===== src/rtl/tone_sequencer.sv =====
// Note-table player: steps {half_period, dur} entries through PLAY/GAP timing for a square-wave tone generator.
// Optional output stage: define TONE_SEQ_OUT_EN to add the internal half-period counter and the tone_out port.
module tone_sequencer #(
  parameter int                  CLK_HZ    = 25000000,
  parameter int                  TICK_HZ   = 1000,
  parameter int                  GAP_TICKS = 20,
  parameter int                  NOTES     = 16,
  // Note table image, entry i at [i*28 +: 28] = {half_period[15:0], dur[11:0]}
  parameter logic [NOTES*28-1:0] ROM_INIT  = '0,
  localparam int                 IW        = $clog2(NOTES)
) (
  input  logic          clk_25mhz,
  input  logic          reset,
  input  logic          start,
  input  logic          stop,
  input  logic          loop,
  output logic          busy,
  output logic [15:0]   half_period,
  output logic          tone_en,
  output logic [IW-1:0] note_idx,
  output logic          done
`ifdef TONE_SEQ_OUT_EN
  ,
  output logic          tone_out
`endif
);

  localparam int DIV = CLK_HZ / TICK_HZ;
  localparam int PW  = $clog2(DIV);
  localparam logic [PW-1:0] PRESC_MAX = PW'(DIV - 1);
  localparam logic [11:0]   GAP_LIM   = 12'((GAP_TICKS > 0) ? GAP_TICKS - 1 : 0);
  localparam logic [IW-1:0] LAST_IDX  = IW'(NOTES - 1);

  typedef enum logic [1:0] {
    IDLE  = 2'd0,
    FETCH = 2'd1,
    PLAY  = 2'd2,
    GAP   = 2'd3
  } state_t;

  state_t        state_q, state_d;
  logic          fetch_rd_q, fetch_rd_d;
  logic          busy_q, busy_d;
  logic [15:0]   hp_q, hp_d;
  logic          tone_en_q, tone_en_d;
  logic [IW-1:0] note_idx_q, note_idx_d;
  logic          done_q, done_d;
  logic [11:0]   dur_q, dur_d;
  logic [PW-1:0] presc_q, presc_d;
  logic [11:0]   ticks_q, ticks_d;

  logic [27:0]   rom [NOTES];
  logic [27:0]   rom_data_q;

  generate
    for (genvar gi = 0; gi < NOTES; gi++) begin : g_rom
      assign rom[gi] = ROM_INIT[gi*28 +: 28];
    end
  endgenerate

  always_ff @(posedge clk_25mhz) begin
    rom_data_q <= rom[note_idx_q];
  end

  logic [15:0] entry_hp;
  logic [11:0] entry_dur;
  logic        eval;
  logic        end_marker;
  logic        tick_wrap;
  logic [11:0] seg_lim;
  logic        seg_end;
  logic        advance;
  logic        eos;
  logic        play_entry;

  // The second FETCH cycle sees the registered ROM word; that is where the entry is evaluated.
  always_comb begin
    entry_hp   = rom_data_q[27:12];
    entry_dur  = rom_data_q[11:0];
    eval       = (state_q == FETCH) && fetch_rd_q;
    end_marker = (entry_dur == 12'd0);
    tick_wrap  = (presc_q == PRESC_MAX);
    seg_lim    = (state_q == PLAY) ? (dur_q - 12'd1) : GAP_LIM;
    seg_end    = ((state_q == PLAY) || (state_q == GAP)) && tick_wrap && (ticks_q == seg_lim);
    advance    = seg_end && ((state_q == GAP) || (GAP_TICKS == 0));
    eos        = (eval && end_marker) || (advance && (note_idx_q == LAST_IDX));
    play_entry = eval && !end_marker && !stop;
  end

  always_ff @(posedge clk_25mhz) begin
    if (reset) begin
      state_q    <= IDLE;
      fetch_rd_q <= 1'b0;
      busy_q     <= 1'b0;
      hp_q       <= '0;
      tone_en_q  <= 1'b0;
      note_idx_q <= '0;
      done_q     <= 1'b0;
      dur_q      <= '0;
      presc_q    <= '0;
      ticks_q    <= '0;
    end else begin
      state_q    <= state_d;
      fetch_rd_q <= fetch_rd_d;
      busy_q     <= busy_d;
      hp_q       <= hp_d;
      tone_en_q  <= tone_en_d;
      note_idx_q <= note_idx_d;
      done_q     <= done_d;
      dur_q      <= dur_d;
      presc_q    <= presc_d;
      ticks_q    <= ticks_d;
    end
  end

  always_comb begin
    state_d = state_q;
    if (stop) begin
      state_d = IDLE;
    end else begin
      case (state_q)
        IDLE:    if (start) state_d = FETCH;
        FETCH:   if (eval && !end_marker) state_d = PLAY;
        PLAY:    if (seg_end && GAP_TICKS != 0) state_d = GAP;
        default: ;
      endcase
      if (eos) begin
        state_d = loop ? FETCH : IDLE;
      end else if (advance) begin
        state_d = FETCH;
      end
    end
  end

  always_comb begin
    busy_d     = (state_d != IDLE);
    fetch_rd_d = (state_q == FETCH) && !fetch_rd_q && !stop;
    hp_d       = hp_q;
    tone_en_d  = tone_en_q;
    note_idx_d = note_idx_q;
    done_d     = 1'b0;
    dur_d      = dur_q;
    presc_d    = '0;
    ticks_d    = '0;

    if ((state_q == PLAY || state_q == GAP) && !seg_end) begin
      presc_d = tick_wrap ? '0 : presc_q + PW'(1);
      ticks_d = tick_wrap ? ticks_q + 12'd1 : ticks_q;
    end

    if (play_entry) begin
      hp_d      = entry_hp;
      tone_en_d = (entry_hp != 16'd0);
      dur_d     = entry_dur;
    end
    if (state_q == PLAY && seg_end) tone_en_d = 1'b0;

    if (stop) begin
      hp_d      = '0;
      tone_en_d = 1'b0;
    end else if (state_q == IDLE && start) begin
      note_idx_d = '0;
    end else if (eos) begin
      if (loop) note_idx_d = '0;
      else      done_d     = 1'b1;
    end else if (advance) begin
      note_idx_d = note_idx_q + IW'(1);
    end
  end

  assign busy        = busy_q;
  assign half_period = hp_q;
  assign tone_en     = tone_en_q;
  assign note_idx    = note_idx_q;
  assign done        = done_q;

`ifdef TONE_SEQ_OUT_EN
  logic [15:0] hc_q, hc_d;
  logic        tone_q, tone_d;

  // tone_out follows tone_en_d so it drops on the same edge the note ends or stop hits.
  always_comb begin
    hc_d   = hc_q;
    tone_d = tone_q;
    if (play_entry) begin
      hc_d   = entry_hp - 16'd1;
      tone_d = 1'b0;
    end else if (state_q == PLAY && tone_en_q) begin
      if (hc_q == 16'd0) begin
        hc_d   = hp_q - 16'd1;
        tone_d = !tone_q;
      end else begin
        hc_d = hc_q - 16'd1;
      end
    end
    if (!tone_en_d) tone_d = 1'b0;
  end

  always_ff @(posedge clk_25mhz) begin
    if (reset) begin
      hc_q   <= '0;
      tone_q <= 1'b0;
    end else begin
      hc_q   <= hc_d;
      tone_q <= tone_d;
    end
  end

  assign tone_out = tone_q;
`endif

endmodule


===== config.mk =====
export PLATFORM = sky130hd
export DESIGN_NAME = tone_sequencer
export DESIGN_NICKNAME = d
export VERILOG_FILES = /design/src/rtl/tone_sequencer.sv
export SDC_FILE = /design/constraint.sdc
export NUM_CORES = 1
export LEC_CHECK = 0
export ABC_AREA = 1
export CORE_ASPECT_RATIO = 1.5
export CORE_MARGIN = 8
export CORE_UTILIZATION = 58
export CTS_CLUSTER_DIAMETER = 80
export DETAILED_ROUTE_END_ITERATION = 10
export HOLD_SLACK_MARGIN = 0.05
export PLACE_DENSITY_LB_ADDON = 0.3
export SETUP_SLACK_MARGIN = 0.5
export SYNTH_ARGS = -nofsm -noshare
export SYNTH_HDL_FRONTEND = slang
export SYNTH_SLANG_ARGS = --single-unit

===== constraint.sdc =====
create_clock -name clk_25mhz -period 5 [get_ports clk_25mhz]
set_input_delay 1 -clock clk_25mhz [delete_from_list [all_inputs] [get_ports clk_25mhz]]
set_output_delay 1 -clock clk_25mhz [all_outputs]
set_load 0.03 [all_outputs]

Word-level counts from Yosys, hierarchy flattened

Memory sizes are Yosys's and may differ from the RTL's. A register that Yosys moved wholly into a read port is not among the register bits.
Index checks and enable logic that the tools add are counted.

Register bits after elaboration: 65
Bits in read-only memories: 448
Input bits: 5
Output and inout bits: 23
Memories: 1

Add/subtract/negate cells: 4
Equality and inequality tests: 7
Multiplexer cells: 14
Bitwise gates (word level): 4
Reduce and logical (&&, ||, !) cells: 30

Memory list:

| name             | words | bits a word | rd ports | clocked after memory_dff | wr ports | RTL line | text |
|---|---|---|---|---|---|---|---|
| (name not given) | 16    | 28          | 1        | 1                        | 0        | 62       | `rom_data_q <= rom[note_idx_q];` |

Operators with widths:

| cell                  | number |
|---|---|
| $mux 4                | 4 |
| $reduce_bool 16->1    | 1 |
| $add 15x1->15 const B | 1 |
| $eq 15x15->1 const B  | 1 |
| $logic_and 1x1->1     | 13 |
| $add 12x1->12 const B | 1 |
| $eq 12x12->1          | 1 |
| $logic_not 12->1      | 1 |
| $mux 12               | 1 |
| $mux 2                | 6 |
| $sub 12x1->12 const B | 1 |
| $pmux 2 s3            | 1 |
| $reduce_or 3->1       | 2 |
| $not 4->5             | 1 |
| $add 4x1->4 const B   | 1 |
| $eq 2x2->1 const B    | 2 |
| $eq 4x4->1 const B    | 1 |
| $logic_not 1->1       | 4 |
| $reduce_or 2->1       | 2 |
| $reduce_or 4->1       | 1 |
| $ne 3x2->1 const B    | 1 |
| $not 1->1             | 3 |
| $reduce_and 3->1      | 1 |
| $reduce_bool 3->1     | 1 |
| 5 further kinds       | 7 |

Depth between registers and ports, before layout

Gate-level depths: netlist of run 1.

Depth in word-level cells: 10
Mapped depth: 13
Mapped depth without buffers: 13

Least setup slack after synthesis of run 1

OpenSTA, ideal clock, no wires.

Path type: input to register
Start: input start
End: register note_idx_q[0], in the netlist note_idx[0]
Arrival: 1.582 ns
Data required time: 4.887 ns
Setup slack: 3.305 ns
Stages on the path: 8
Path buffers: 0
Path through: nand3_1 -> nand3_1 -> nand2_1 -> clkinv_2 -> nand2_2 -> nand2_1 -> nand2_1 -> nor2_1

Word-level cells in the longest chain between the ends: 3
Elaborated cells between the ends (all ways): 5
Classes of those cells: eq/ne (1); mux (1); reduce/logical (3)

RTL lines:

| what                                                      | RTL line | text |
|---|---|---|
| start: declaration                                        | 14       | `input logic start,` |
| $logic_and 1x1->1 *                                       | 161      | `end else if (state_q == IDLE && start) begin` |
| $ne 3x2->1 (no line) or $reduce_bool 3->1 (tied branches) | n/a      |  |
| $reduce_and 3->1 (no line)                                | n/a      |  |
| end signal: assignment                                    | 108      | `note_idx_q <= note_idx_d;` |
| end: declaration                                          | 46       | `logic [IW-1:0] note_idx_q, note_idx_d;` |

Mark *: on every way between the ends. The rest lies on a longest branch, timed or not.
A chain may end at the register's enable or synchronous reset.

Worst setup path after layout of run 1

Start: register note_idx_q[2], in the netlist note_idx[2]
End: output note_idx[2]

RTL lines:

| what             | RTL line | text |
|---|---|---|
| end: declaration | 20       | `output logic [IW-1:0] note_idx,` |

No word-level cell between the ends.

==> results of run 1 <==
==> path summary, 6_finish.rpt <==
kind                     from          end  slack (ns)  cells after the start
hold / removal     fetch_rd_q   fetch_rd_q        0.44                      1
setup reg to reg   presc_q[0]  ticks_q[10]        3.04                     10
hold reg to reg    fetch_rd_q   fetch_rd_q        0.44                      1
setup / recovery  note_idx[2]  note_idx[2]        2.60                      1
==> synth_stat cells, drive strengths merged <==
| library cell | n |
|---|---|
| a21oi | 16 |
| nor2 | 43 |
| nor4 | 2 |
| nand3 | 20 |
| or2 | 4 |
| nor3 | 12 |
| nand2 | 58 |
| clkinv | 2 |
| nand4 | 11 |
| xor2 | 8 |
| buf | 19 |
| dfxtp | 36 |
| ha | 3 |
| inv | 37 |
| o21ai | 6 |
| conb | 1 |
| nor3b | 2 |
| xnor2 | 2 |
==> state kept, by name, indices dropped and copies added, names as in the netlist <==
register / cells
presc_q: 15
ticks_q: 12
note_idx: 4
state_q: 2
busy: 1
done: 1
fetch_rd_q: 1
==> cell type report <==
cell class	count	area share (%)
Clock buffer	6	3.76
Clock inverter	2	0.455
Inverter	39	6.77
Multi-Input combinational cell	204	49.3
Sequential cell	36	32.8
Tap cell	42	2.39
Timing Repair Buffer	10	4.55
==> logic make-up (layout without fill, tap and decap cells) <==
family          count (synthesis)  count (layout)
compound gates                 22              22
flops                          36              36
simple gates                  152             152
buf+inv                        58              57
fa+ha+maj                       3               3
other cells                     1              17
xor+xnor                       10              10
==> power by group <==
part | leakage (nW) | internal (mW) | switching [mW]
clock network | 0.0510 | 0.110 | 0.106
registers | 0.291 | 0.290 | 0.00348
logic | 0.555 | 0.0128 | 0.0339
total | 0.897 | 0.412 | 0.144
==> layer usage <==
layer  track usage (%)  vias up  wire length [um]
li1                  -      890                 -
met1              14.4      781              1570
met2              28.1       24              2130
met3              2.79        7               121
met4              6.57        0                72
met5                 0        -                 0
==> results.yml, run 1 <==
outcome:
  outcome: "finished, final reports clean"
setup_path:
  path_class: "reg -> out"
  slowest_stage: "clkdlybuf4s50_1"
  max_stage_delay_ns: 0.70
  required_ns: 4.00
  worstPathArrival_ns: 1.40
  critPathTopFamily: "buffers and inverters"
  endpoint_kind: "primary output"
  crit_chain: "clkdlybuf4s50_1"
  crit_fanout: 5
  crit_path_start_kind: "flop"
  path_buf_inv: 1
routing:
  drc: 0
  drt_iter0_drc: 66
  vias: 1702
  wl_per_cell_um: 11.5
  routed_wl_um: 3900
  first_pass_iters: 4
  ant_nets: 0
  via_per_inst: 5.02
final_layout:
  mostFrequentLayoutCell: "nand2_1"
  area_growth_pct: 7.99
  drive_above_1_share_pct: 12.5
  multi_input_area_um2: 1080
  diodes: 0
  regArea_um2: 721
  nets: 304
  post-route-cell-area_um2: 2200
  final_cell_mix: "50 x nand2_1, 40 x nor2_1, 36 x dfxtp_1"
  layoutNonFillerInstCount: 339
  final_util_pct: 65.0
  num-fill-cells: 330
floorplan:
  initial_core_util_pct: 60.2
  top_level_ports: 28
  dieHeight_um: 88.6
  die_area_um2: 5700
  rows: 26
  coreArea_um2: 3380
  die_width_um: 64.4
grt:
  grt_overflow: 0
  grt_pass1_vias: 1669
  grt_first_pass_wirelength_um: 6720
  grt_start_max_net_pins: 15
  grt_antenna_before_repair: 0
  grt_use_total_pct: 14.5
timing:
  period_share_pct: 48.0
  slew_viol_final: 0
  worst_slack_ns: 2.60
  clock_skew_ns: 0.00668
  setup_viol: 0
  min_period_ns: 2.40
  whs_ns: 0.440
  max_freq_mhz: 416
  fin_tns_setup_ns: 0
  hold_violations: 0
  rsz0062_at_grt: "false"
cts:
  h-tree-depth: 2
  cts-root-buf: "clkbuf_8"
  cts_tree: "done"
  ctsHoldBuffers: 0
  clk_pin_slew_ns: 0.07
  numCtsBuffers: 5
  post_cts_resized: 0
  cts.sinks: 36
  post-cts-setup-buffers: 0
  clock_latency_ns: 0.29
  ctsLongestPathBuffers: 2
synthesis:
  synth_top_family_by_area: "simple AND/OR/NAND/NOR gates"
  synth.distinct_cells: 31
  synth_compound_area_share_pct: 5.96
  synthMuxAreaShare_pct: 0
  ys_seq_area_share_pct: 35.4
  ys_top_cells_by_area: "dfxtp_1 35%, nand2_1 9.2%, nor2_1 7.4%"
  synth_fa_ha_area_share_pct: 1.84
  synth-seq-cells: 36
  syn_inst: 282
  synthSimpleGateAreaFrac_pct: 38.0
  syn_area_um2: 2040
  yosys_warnings: 0
  yosys.area.top_type: "dfxtp_1"
  synth_top_area_share_pct: 35.4
  synth_xor_area_share_pct: 4.30
  synth_area_per_cell_um2: 7.22
place:
  port_buffers: 10
  dp_cells: 331
  dpl_cell_area_um2: 2110
  detailedPlace.worstSlack_ns: 2.76
  hpwl_um: 3010
  gp_congestion: 0.791
power_and_ir_drop:
  report.power.total_mw: 0.556
  power_density_nw_per_um2: 253
  vdd_drop_max_v: 0.000214
  power.leakage_nw: 0.897
flow_run:
  cap_viol_max_count: 0
min_path:
  worst_hold_path_type: "reg -> reg"
(Power assumes the default switching activity.)
==> inputs of run 2 (changes only) <==
Settings changed: CORE_UTILIZATION 58 to 49.
Clock period 5 ns to 2.2 ns, I/O delays scaled along.
==> run 2 against run 1 <==
Net effect:
- power increased by 130%
- cell area is 8.8% higher
- sequential cell count stayed put
- clock skew fell by 0.0027 ns
- die area up 14%
- non-clock buffer count increased by 12
- clock-buffer cell count up 2
- sequential power is 130% higher
- combinational power is 130% higher
- register-to-register slack got worse by 2.6 ns
- worst hold slack got worse by 0.020 ns
- largest power group unchanged
==> results.yml, run 2 (synthesis results as in run 1) <==
place:
  port_buffers: 10
  dp_cells: 334
  gp_congestion: 0.866
  hpwl_um: 3060
cts:
  numCtsBuffers: 5
  clock_latency_ns: 0.29
  cts-root-buf: "clkbuf_8"
  ctsHoldBuffers: 0
  cts.sinks: 36
  cts_tree: "done"
  ctsLongestPathBuffers: 2
  h-tree-depth: 2
  clk_pin_slew_ns: 0.07
setup_path:
  required_ns: 2.38
  path_class: "reg -> reg"
  worstPathArrival_ns: 1.91
  crit_path_start_kind: "flop"
  crit_fanout: 4
  endpoint_kind: "flop"
final_layout:
  layoutNonFillerInstCount: 355
  num-fill-cells: 381
  area_growth_pct: 17.5
  diodes: 0
  nets: 317
  mostFrequentLayoutCell: "nand2_1"
  largest_reg_flops: 15
  largest_register: "presc_q"
  drive_above_1_share_pct: 22.3
  final_cell_mix: "44 x nand2_1, 38 x nor2_1, 33 x inv_1"
floorplan:
  coreArea_um2: 3960
  die_width_um: 68.6
  dieHeight_um: 94.9
  initial_core_util_pct: 51.4
  rows: 28
  top_level_ports: 28
  die_area_um2: 6520
timing:
  hold_violations: 0
  rsz0062_at_grt: "true"
  slew_viol_final: 0
  fin_tns_setup_ns: 0
  setup_viol: 0
  period_share_pct: 78.4
  max_freq_mhz: 580
  clock_skew_ns: 0.00399
  min_period_ns: 1.72
grt:
  grt_first_pass_wirelength_um: 7210
  grt_use_total_pct: 14.2
  grt_start_max_net_pins: 15
  grt_pass1_vias: 1676
  grt_overflow: 0
  grt_antenna_before_repair: 0
routing:
  ant_nets: 0
  routed_wl_um: 4480
  first_pass_iters: 4
  drt_iter0_drc: 68
  via_per_inst: 5.04
  wl_per_cell_um: 12.6
  drc: 0
  vias: 1789
power_and_ir_drop:
  power.leakage_nw: 1.03
  power_density_nw_per_um2: 529
  vdd_drop_max_v: 0.000453
min_path:
  worst_hold_path_type: "reg -> reg"
flow_run:
  cap_viol_max_count: 0
outcome:
  outcome: "finished, final reports clean"
## run 2: timing repair
action | 4_1_cts | 5_1_grt
setup buffers | 4 | 8
pin swaps | 8 | 11
gates resized for setup | 19 | 19
cloned | 1 | 0
endpoints found under the setup margin | 38 | 33
## run 2: layout make-up
class                      count  area [um^2]  area share, %
clock buffer                   8         90.1           3.77
inverter                      39          153           6.38
sequential                    36          728           30.5
multi-input combinational    204         1170           48.8
timing repair inverter         1         7.51          0.314
timing repair buffer          22          190           7.95
tap                           45         56.3           2.35
## run 2: final timing paths
check	startpoint	end	slack [ns]	cells after the start
hold / removal	fetch_rd_q	fetch_rd_q	0.42	1
setup / recovery	presc_q[0]	ticks_q[10]	0.48	10
setup reg to reg	presc_q[0]	ticks_q[10]	0.48	10
hold reg to reg	fetch_rd_q	fetch_rd_q	0.42	1
## run 2: metrics by stage
step / hold slack [ns] / cell area (um^2) / setup slack, ns / util (%) / total power [mW]
detailed placement: 0.415 / 2110 / 0.385 / 53.3 / 0.786
global placement: 0.411 / 2110 / 0.420 / 53.3 / 0.785
floorplan: 0.398 / 2100 / 0.587 / - / 0.782
CTS: 0.423 / 2280 / 0.501 / 57.6 / 1.27
finish: 0.420 / 2390 / 0.476 / 60.4 / 1.27
global route: 0.444 / 2390 / 0.384 / 60.4 / 1.30
## run 2: routing by layer
| layer | vias up | GRT usage, % | wire, um |
|---|---|---|---|
| met5 | - | 0 | 0 |
| met4 | 0 | 6.35 | 98 |
| met3 | 10 | 3.44 | 123 |
| met2 | 26 | 26.5 | 2520 |
| met1 | 836 | 13.8 | 1740 |
| li1 | 917 | - | - |
## run 2: worst max-delay path: stages, from the launching register on
cell     delay (ns)
dfxtp_2        0.35
ha_4           0.16
nand2_4        0.07
nor2_2         0.10
nand2_2        0.10
nor2_4         0.19
nand2_4        0.08
nor3_4         0.23
nand4_2        0.13
o21ai_1        0.14
a21oi_1        0.06
## run 2: power breakdown
group          switching [mW]  internal (mW)  leakage [nW]
Sequential            0.00705          0.658         0.294
Clock                   0.238          0.256        0.0455
Combinational          0.0797         0.0259         0.689
==> inputs of run 3 (changes only) <==
Settings changed: CORE_UTILIZATION 49 to 54.
Clock period 2.2 ns to 1.7 ns, I/O delays scaled along.
==> run 3 against run 2 <==
Net effect:
- combinational power is 39% higher
- setup slack worse by 0.41 ns
- sequential share of layout area is 3.8 points lower
- sequential cell count stayed put
- final cell count is 4.2% higher
- critical path type unchanged
- highest routed layer unchanged
==> results.yml, run 3 (synthesis results as in run 1) <==
floorplan:
  die_width_um: 66.1
  die_area_um2: 6030
  rows: 27
  top_level_ports: 28
  initial_core_util_pct: 55.8
  coreArea_um2: 3650
  dieHeight_um: 91.2
setup_path:
  regToRegStartpoint: "presc_q[1]"
  endpoint_kind: "flop"
  crit_path_start: "presc_q[1]"
  crit_path_start_kind: "flop"
  required_ns: 1.88
  crit_fanout: 7
  worstPathArrival_ns: 1.82
  reg2reg_depth: 12
  path_class: "reg -> reg"
min_path:
  min_path_cells: 1
  holdCritStartpoint: "fetch_rd_q"
  worst_hold_path_type: "reg -> reg"
final_layout:
  layoutNonFillerInstCount: 370
  mostFrequentLayoutCell: "nand2_1"
  nets: 334
  final_cell_mix: "42 x nand2_1, 33 x inv_1, 26 x nor2_1, 26 x buf_4, 24 x dfxtp_1"
  diodes: 0
  drive_above_1_share_pct: 40.4
  post-route-cell-area_um2: 2770
  largest_register: "presc_q"
  largest_reg_flops: 15
  area_growth_pct: 35.8
timing:
  setup_viol: 0
  fin_tns_setup_ns: 0
  slew_viol_final: 0
  period_share_pct: 96.3
  hold_violations: 0
  clock_skew_ns: 0.00470
  rsz0062_at_grt: "true"
  max_freq_mhz: 611
  min_period_ns: 1.64
  worst_slack_ns: 0.0631
routing:
  wl_per_cell_um: 13.8
  drt_iter0_drc: 76
  ant_nets: 0
  drc: 0
  routed_wl_um: 5100
  first_pass_iters: 4
  via_per_inst: 5.16
  vias: 1911
power_and_ir_drop:
  report.power.total_mw: 1.64
  power_density_nw_per_um2: 593
  vdd_drop_max_v: 0.000750
  power.leakage_nw: 1.17
cts:
  cts.sinks: 36
  clock_latency_ns: 0.28
  ctsHoldBuffers: 0
  cts_tree: "done"
  h-tree-depth: 2
  cts-root-buf: "clkbuf_8"
  clk_pin_slew_ns: 0.07
  numCtsBuffers: 5
  ctsLongestPathBuffers: 2
flow_run:
  cap_viol_max_count: 0
outcome:
  outcome: "finished, final reports clean"
place:
  gp_congestion: 0.838
  port_buffers: 10
  hpwl_um: 3220
  dp_cells: 346
  detailedPlace.worstSlack_ns: 0.0293
  dpl_cell_area_um2: 2290
grt:
  grt_first_pass_wirelength_um: 7910
  grt_use_total_pct: 16.0
  grt_antenna_before_repair: 0
  grt_start_max_net_pins: 11
  grt_pass1_vias: 1873
  grt_overflow: 0
run 3: cell types whose count changed in the layout (fill, tap and decap cells not counted), moves of 5 or more:
cell	previous run	this run
a21oi_2	5	12
a21oi_1	11	4
dfxtp_2	6	12
nand3_1	19	14
dfxtp_1	30	24
nor2_4	2	11
dlygate4sd2_1	6	0
buf_4	10	26
nor2_1	38	26
nand3_2	0	5
run 3: power breakdown:
| group | switching, mW | internal, mW |
|---|---|---|
| sequential | 0.0103 | 0.854 |
| combinational | 0.105 | 0.0420 |
| clock | 0.299 | 0.331 |
| total | 0.414 | 1.23 |
run 3: cell type report:
cell class              instances  area, um^2
multi-input cells             204        1370
flip-flops and latches         36         736
inverters                      39         163
fillers                       276         883
repair buffers                 39         345
clock buffers                   8        90.1
well taps                      43        53.8
repair inverters                1        7.51
run 3: what timing repair did:
item	4_1_cts	5_1_grt
resized for setup	53	56
buffers inserted	11	3
gates cloned	2	0
pin swaps	8	10
setup endpoints to repair	41	38
run 3: critical path, stage by stage, from the launching register on:
cell     delay, ns
dfxtp_2       0.35
ha_4          0.15
nand2_4       0.07
nor2_4        0.10
nand2_4       0.08
nor3_4        0.18
nand4_2       0.14
nand2_2       0.13
nand2_4       0.10
nand2_4       0.10
nand2_1       0.05
nand2_1       0.05
nor2_1        0.03
run 3: per-stage QoR:
stage	utilization [%]	hold slack [ns]
2_1_floorplan	-	0.398
3_3_place_gp	62.9	0.414
3_5_place_dp	62.9	0.416
4_1_cts	70.2	0.427
5_1_grt	75.8	0.455
6_report	75.8	0.424
run 3: per-layer routing:
| layer | global-route usage, % | wire length [um] | vias to the layer above |
|---|---|---|---|
| met1 | 16.0 | 1940 | 925 |
| met5 | 0 | 0 | - |
| met2 | 29.8 | 2900 | 28 |
| met3 | 3.57 | 159 | 9 |
| met4 | 6.62 | 104 | 0 |
| li1 | - | - | 949 |
run 3: final timing paths:
path                                     to  slack [ns]
worst max register to register  note_idx[1]        0.06
worst min register to register   fetch_rd_q        0.42
worst min-delay path             fetch_rd_q        0.42
worst max-delay path            note_idx[1]        0.06
